### src/rtl/fetch_queue_unit.sv
// Decoupled instruction-fetch front end: issues word fetches to instruction memory,
// buffers fetched words with their PC in a small FIFO, and handles branch/jump redirects.
module fetch_queue_unit #(
    parameter int unsigned     XLEN     = 32,
    parameter logic [XLEN-1:0] RESET_PC = '0,
    parameter int unsigned     DEPTH    = 4
) (
    input  logic            clk,
    input  logic            rst_n,
    output logic            imem_req_valid,
    input  logic            imem_req_ready,
    output logic [XLEN-1:0] imem_req_addr,
    input  logic            imem_rsp_valid,
    input  logic [XLEN-1:0] imem_rsp_data,
    input  logic            redirect_valid,
    input  logic [XLEN-1:0] redirect_pc,
    output logic            inst_valid,
    input  logic            inst_ready,
    output logic [XLEN-1:0] inst_data,
    output logic [XLEN-1:0] inst_pc,
    output logic [XLEN-1:0] inst_pc_plus4,
    output logic            inst_fault,
    output logic [XLEN-1:0] fetch_count
);

    localparam int unsigned PTR_W = $clog2(DEPTH);
    localparam int unsigned CNT_W = $clog2(DEPTH) + 1;

    typedef enum logic [1:0] {
        ST_IDLE,
        ST_ISSUE,
        ST_WAIT,
        ST_HALT
    } state_t;

    typedef struct packed {
        logic [XLEN-1:0] data;
        logic [XLEN-1:0] pc;
        logic [XLEN-1:0] pc_plus4;
        logic            fault;
    } entry_t;

    state_t           state, state_nxt;
    logic [XLEN-1:0]  fetch_pc, fetch_pc_nxt;
    logic             discard, discard_nxt;
    logic [PTR_W-1:0] rptr, wptr;
    logic [CNT_W-1:0] count;
    entry_t           mem [DEPTH];
    entry_t           head;

    logic             pop_c;
    logic             push_c;
    logic             flush_c;
    logic             req_valid_c;
    logic             outstanding_c;
    entry_t           push_entry_c;

    assign pop_c = (count != '0) && inst_ready;

    // Next-state logic; a redirect overrides whatever the current state decided.
    always_comb begin
        state_nxt     = state;
        fetch_pc_nxt  = fetch_pc;
        discard_nxt   = discard;
        req_valid_c   = 1'b0;
        push_c        = 1'b0;
        flush_c       = 1'b0;
        outstanding_c = 1'b0;
        push_entry_c  = '0;

        case (state)
            ST_IDLE: begin
                state_nxt = ST_ISSUE;
            end
            ST_ISSUE: begin
                // Reserve a slot at issue, counting the entry freed by a same-cycle pop.
                req_valid_c = (count < CNT_W'(DEPTH)) || pop_c;
                if (req_valid_c && imem_req_ready) begin
                    state_nxt     = ST_WAIT;
                    fetch_pc_nxt  = fetch_pc + XLEN'(4);
                    outstanding_c = 1'b1;
                end
            end
            ST_WAIT: begin
                outstanding_c = !imem_rsp_valid;
                if (imem_rsp_valid) begin
                    push_c       = !discard;
                    push_entry_c = '{data:     imem_rsp_data,
                                     pc:       fetch_pc - XLEN'(4),
                                     pc_plus4: fetch_pc,
                                     fault:    1'b0};
                    state_nxt    = ST_ISSUE;
                    discard_nxt  = 1'b0;
                end
            end
            ST_HALT: begin
                // A stale fetch may still be in flight from the redirect that halted us.
                outstanding_c = discard && !imem_rsp_valid;
                if (imem_rsp_valid) begin
                    discard_nxt = 1'b0;
                end
            end
            default: begin
                state_nxt = ST_IDLE;
            end
        endcase

        // A fetch still in flight after a redirect is waited out in WAIT and then dropped.
        if (redirect_valid && (state != ST_IDLE)) begin
            flush_c     = 1'b1;
            discard_nxt = outstanding_c;
            if (redirect_pc[1:0] == 2'b00) begin
                push_c       = 1'b0;
                fetch_pc_nxt = redirect_pc;
                state_nxt    = outstanding_c ? ST_WAIT : ST_ISSUE;
            end else begin
                push_c       = 1'b1;
                push_entry_c = '{data:     '0,
                                 pc:       redirect_pc,
                                 pc_plus4: redirect_pc + XLEN'(4),
                                 fault:    1'b1};
                state_nxt    = ST_HALT;
            end
        end
    end

    // FSM and fetch-side registers.
    always_ff @(posedge clk or negedge rst_n) begin
        if (!rst_n) begin
            state    <= ST_IDLE;
            fetch_pc <= RESET_PC;
            discard  <= 1'b0;
        end else begin
            state    <= state_nxt;
            fetch_pc <= fetch_pc_nxt;
            discard  <= discard_nxt;
        end
    end

    // Queue pointers and occupancy.
    always_ff @(posedge clk or negedge rst_n) begin
        if (!rst_n) begin
            rptr  <= '0;
            wptr  <= '0;
            count <= '0;
        end else if (flush_c) begin
            rptr  <= '0;
            wptr  <= push_c ? PTR_W'(1) : '0;
            count <= push_c ? CNT_W'(1) : '0;
        end else begin
            if (push_c) begin
                wptr <= wptr + PTR_W'(1);
            end
            if (pop_c) begin
                rptr <= rptr + PTR_W'(1);
            end
            count <= count + CNT_W'(push_c) - CNT_W'(pop_c);
        end
    end

    // Entry storage; a flush-time push always lands in slot 0.
    always_ff @(posedge clk) begin
        if (push_c) begin
            mem[flush_c ? '0 : wptr] <= push_entry_c;
        end
    end

    always_ff @(posedge clk or negedge rst_n) begin
        if (!rst_n) begin
            fetch_count <= '0;
        end else if (pop_c) begin
            fetch_count <= fetch_count + XLEN'(1);
        end
    end

    assign head           = mem[rptr];
    assign inst_valid     = (count != '0);
    assign inst_data      = inst_valid ? head.data     : '0;
    assign inst_pc        = inst_valid ? head.pc       : '0;
    assign inst_pc_plus4  = inst_valid ? head.pc_plus4 : '0;
    assign inst_fault     = inst_valid ? head.fault    : 1'b0;
    assign imem_req_valid = req_valid_c;
    assign imem_req_addr  = fetch_pc;

endmodule

### config.mk
export PLATFORM = sky130hd
export DESIGN_NAME = fetch_queue_unit
export DESIGN_NICKNAME = d
export VERILOG_FILES = /design/src/rtl/fetch_queue_unit.sv
export SDC_FILE = /design/constraint.sdc
export NUM_CORES = 1
export LEC_CHECK = 0
export ABC_CLOCK_PERIOD_IN_PS = 16200
export CAP_MARGIN = 40
export CORE_MARGIN = 2
export CORE_UTILIZATION = 45
export DETAILED_ROUTE_END_ITERATION = 12
export PLACE_DENSITY = 0.67
export SLEW_MARGIN = 20
export SYNTH_ARGS = -nofsm -noshare
export SYNTH_HDL_FRONTEND = slang
export SYNTH_SLANG_ARGS = --single-unit
### constraint.sdc
create_clock -name clk -period 16.2 [get_ports clk]
set_clock_uncertainty 0.1 [all_clocks]
set_input_delay 2.43 -clock clk [delete_from_list [all_inputs] [get_ports clk]]
set_output_delay 2.43 -clock clk [all_outputs]
set_load 0.1 [all_outputs]
## Word level (Yosys, flattened, before mapping)

Memories as Yosys holds them, arrays and structs flattened.
Cells that the tools add are included.

- Register bits: 74
- Memories kept: 1
- Output and inout port bits: 163
- Input port bits: 70
- Bits in writable memories: 388
- Logic and storage cells: 80

- Add/subtract/negate cells: 8
- $lt $le $gt $ge: 1
- Equal/unequal tests: 5
- Mux-type cells: 39
- Reductions and logical operators: 19

Memories:

| memory | depth | bits a word | read ports | clocked after memory_dff | wr ports | line | text |
|---|---|---|---|---|---|---|---|
| mem | 4 | 97 | 1 | 0 | 1 | 48 | `entry_t mem [DEPTH];` |

Operator list:

| operator | count |
|---|---|
| $mux 97 | 4 |
| $mux 32 | 7 |
| $add 32x3->32 const B | 2 |
| $add 32x1->32 const B | 1 |
| $sub 32x3->32 const B | 1 |
| $mux 2 | 10 |
| $mux 1 | 15 |
| $reduce_bool 2->1 | 5 |
| $ne 3x3->1 const B | 2 |
| $pmux 2 s3 | 1 |
| $add 2x1->2 const B | 2 |
| $eq 2x2->1 const B | 2 |
| $logic_and 1x1->1 | 4 |
| $logic_not 2->1 | 2 |
| $reduce_bool 4->1 | 1 |
| $add 3x1->3 | 1 |
| $lt 3x3->1 const B | 1 |
| $mux 3 | 1 |
| $pmux 1 s3 | 1 |
| $reduce_and 3->1 | 1 |
| $reduce_bool 3->1 | 1 |
| $sub 3x1->3 | 1 |
| $eq 2x1->1 const B | 1 |
| $logic_not 1->1 | 2 |
| other kinds (3) | 3 |

## Depth between registers and ports, before layout

- Depth after elaboration: 9
- Gate-level depth with buffers: 15
- Mapped depth without buffers: 12

## Worst setup path before layout

No wires, ideal clock.

- Path kind: input to register
- Start: input port imem_rsp_valid
- End: memory mem[1][0] in the netlist's numbering, enable pin
- Stages on the path: 4
- Setup slack: 3321 ps
- Library setup time: 782 ps
- Arrival time: 11997 ps
- Buffers on the path: 1
- Data required time: 15318 ps
- Path through: nand2_1 -> or2_0 -> clkbuf_1 -> nor4_1

- Longest elaborated chain between the ends: 5

Ends and longest elaborated chain:

| what | line | text |
|---|---|---|
| start, declared | 13 | `input logic imem_rsp_valid,` |
| $mux 1 | 86 | `if (imem_rsp_valid) begin` |
| $mux 1 | 71 | `case (state)` |
| $mux 1 | 109 | `if (redirect_valid && (state != ST_IDLE)) begin` |
| $mux 1 | 163 | `if (push_c) begin` |
| $mux 1 | 164 | `mem[flush_c ? '0 : wptr] <= push_entry_c;` |
| end, declared | 48 |  |

No other way between the ends.

## Worst setup path in the final report

- Start: input port inst_ready
- End: output port imem_req_valid

- Longest elaborated chain between the ends: 3

Ends and longest elaborated chain:

| what | line | text |
|---|---|---|
| start, declared | 18 | `input logic inst_ready,` |
| $logic_and 1x1->1 | 58 | `assign pop_c = (count != '0) && inst_ready;` |
| $logic_or 1x1->1 | 77 | `req_valid_c = (count < CNT_W'(DEPTH)) \|\| pop_c;` |
| $mux 1 | 71 |  |
| end, declared | 10 | `output logic imem_req_valid,` |

No other way between the ends.

==> results by group <==
Synthesis
  – Yosys cell types: 55
  – Syn nets: roughly 1400
  – Post-synthesis cell count: between 1000 and 1500
  – Post-synth EDFFs: between 300 and 400
  – Synth top area share: 56.6%
  – Async S/R FF share, synth: ~16%
  – Cell Area, Synth: between 20000 and 25000 um^2
  – Commonest cells in the netlist: edfxtp_1 (380), nand2_1 (116), and2_1 (100)
  – Largest cells by area after synthesis: edfxtp_1 (57%), mux4_2 (11%), dfrtp_1 (9.2%), and2_1 (3.1%), xnor2_1 (3.0%)
  – YS warnings: 0
  – Largest area contributor in the netlist: edfxtp_1
  – Syn Area/Cell: approximately 15 um^2
  – FF+latch count, synth: 454
  – Register area share after synthesis: 65.7%
  – Ys flop type: edfxtp_1
  – Most common cell in the netlist: edfxtp_1

Clocking
  – Clock Path Buffers: 3
  – Post-CTS Hold Buffers: 0
  – CTS resizes: 0
  – CTS root buffer: clkbuf_16
  – Setup Buffers After CTS: 0
  – Clock Sink Count: 454
  – Clk Latency, worst-skew pair: a little under 600 ps
  – Total CTS buffers: 48
  – Clock slew at reported path FFs: ~60 ps
  – TritonCTS clock tree: built
  – Htree depth: 2

Place
  – Place WS: 9300 ps
  – Detailed Place HPWL: between 30000 and 40000 um
  – Port-buffer cells: around 230
  – Routability congestion estimate: 0.786

STA
  – Final TNS setup: 0 ps
  – Final slew viol count: 0
  – Hold Vio Cnt, Final: 0
  – RSZ-0062 raised after global routing: no
  – Setup slack after layout: just over 9000 ps
  – Slew margin rel.: approximately 40%
  – Final period utilization: a little over two fifths
  – Finish-stage setup viols: 0
  – Post-route minimum period: around 7000 ps
  – Fmax: 144 MHz
  – Worst-margin pin slew: roughly 900 ps

Final layout
  – Share of layout cells above drive strength 1: between 20% and 30%
  – Fillers: 3043
  – NumNets Final: 1813
  – P&R area growth vs syn: 38.8%
  – FF+latch area: about 13000 um^2
  – Multi-input gate area: 6500 um^2

Die
  – Die X: roughly 220 um
  – Area of the core: between 40000 and 50000 um^2
  – Io pins: between 200 and 250
  – Die Span Y: 216 um
  – Initial Util: between 40% and 50%
  – Die area: 46500 um^2
  – Rows: 77

Global route
  – Global-route wire length before repair: 81200 um
  – GRT Residual Overflow: 0
  – Initial antenna violation count: 5
  – Largest net degree at the start of global routing: between 60 and 70
  – Vias in the first global route: 13600
  – Global-route usage over all layers: between 20% and 30%

Detailed routing
  – Initial DRC count: about 970
  – Routed wire length: between 50000 and 60000 um
  – WL/cell: between 20 and 25 um
  – DRC: 0
  – DR vias: approximately 13000
  – Via density: roughly 5.5
  – DR pass1 iterations: 5
  – Routed Antenna Nets: 0

Setup path
  – Crit end category: primary output
  – Critical Path Source Type: primary input
  – Critical path type: primary input to primary output
  – CP arrival: about 4400 ps
  – CP max FO: 4
  – Crit path required time: about 14000 ps

Pwr
  – Worst ir drop on vdd: 0.000218 V
  – Seq pwr share: ~26%
  – Power per cell area: between 200 and 250 nW/um^2
  – Leak Pwr: about 9.7 nW
  – Switching part of the total power: a little over two fifths
  – Net switching power: roughly 2.5 mW
  – Logic pwr share: between 50% and 60%
  – Clk pwr share: a little under a fifth
  – Power Internal: 3.28 mW

Run status
  – Status: completed

Flow run
  – Maxcap violations: 0

Worst hold path
  – Hold WC Path Type: flip-flop to flip-flop
==> flip-flops by register name, indices dropped and copies added (netlist names) <==
signal         count
imem_req_addr     32
rptr               2
fetch_count       32
count              3
discard            1
mem              380
wptr               2
state              2
==> layout make-up <==
cell class	instances	share of cell area (%)
Sequential cell	454	47.4
Tap cell	592	2.65
Antenna cell	1	0.00894
Clock inverter	26	0.863
Timing Repair Buffer	427	20.7
Inverter	14	0.188
Clock buffer	62	4.92
Multi-Input combinational cell	791	23.2
==> power by group through the flow <==
stage               Sequential, mW  Combinational [mW]  Clock (mW)
finish                        1.49                3.19        1.11
global route                  1.50                3.30        1.18
CTS                           1.49                3.22        1.13
detailed placement            1.51                3.20           0
global placement              1.51                2.41           0
floorplan                     1.64                1.72           0
==> logic make-up (layout without fill, tap and decap cells) <==
group	count (synthesis)	in the layout	share of synthesized area [%]
AND/OR/NAND/NOR	457	457	12.5
buffers and inverters	111	529	2.31
XOR/XNOR	119	119	5.17
flip-flops	454	454	65.7
AO/OA/AOI/OAI	110	110	3.01
adder cells (fa/ha/maj)	7	7	0.471
other	0	1	0
multiplexers	98	98	10.8
==> per-layer routing <==
layer  up-vias  wire length [um]  track usage [%]
met5         -                48                0
met4         8              1370             7.13
met3        96              3110             4.31
met2       429             26500             38.6
met1      6685             22000             29.9
li1       5881                 -                -
==> placed cells by master (no fill, tap or decap), drive strengths merged, types with 37 or more instances in the layout <==
cell           instances
edfxtp               380
clkdlybuf4s50        231
buf                  196
nand2                116
and2                 100
mux4                  95
o21ai                 83
dfrtp                 74
xnor2                 69
clkbuf                62
xor2                  50
nand3                 43
and3                  42
nor2                  39
nand4                 37
==> through the flow <==
step / cell area, um^2 / hold slack, ps / utilization [%] / std cells / total power, mW
2_1_floorplan: 20200 / 458 / - / 1356 / 3.36
6_report: 28000 / 369 / 63.3 / 2367 / 5.79
5_1_grt: 28000 / 383 / 63.3 / 2366 / 5.98
3_5_place_dp: 26400 / 369 / 59.6 / 2276 / 4.72
3_3_place_gp: 23000 / 363 / 52.0 / 2100 / 3.92
4_1_cts: 28000 / 375 / 63.3 / 2364 / 5.84
==> worst paths after layout <==
kind,slack (ps),cells past startpoint,to,startpoint
setup / recovery,9270,5,imem_req_valid,inst_ready
hold / removal,370,1,fetch_count[31]$_DFFE_PN0P_,fetch_count[31]$_DFFE_PN0P_
setup reg to reg,12680,12,count[2]$_DFF_PN0_,state[0]$_DFFE_PN0P_
hold reg to reg,370,1,fetch_count[31]$_DFFE_PN0P_,fetch_count[31]$_DFFE_PN0P_
max in group asynchronous,13690,2,imem_req_addr[7]$_DFF_PN0_,rst_n
min in group asynchronous,1700,1,fetch_count[22]$_DFFE_PN0P_,rst_n
==> worst max-delay path, cell delays in order <==
cell and delay (ps):
clkdlybuf4s50_1 530, nor2b_1 160, nor3b_1 460, clkdlybuf4s50_1 610
buf_8 200
Power figures use the tool's default switching activity.
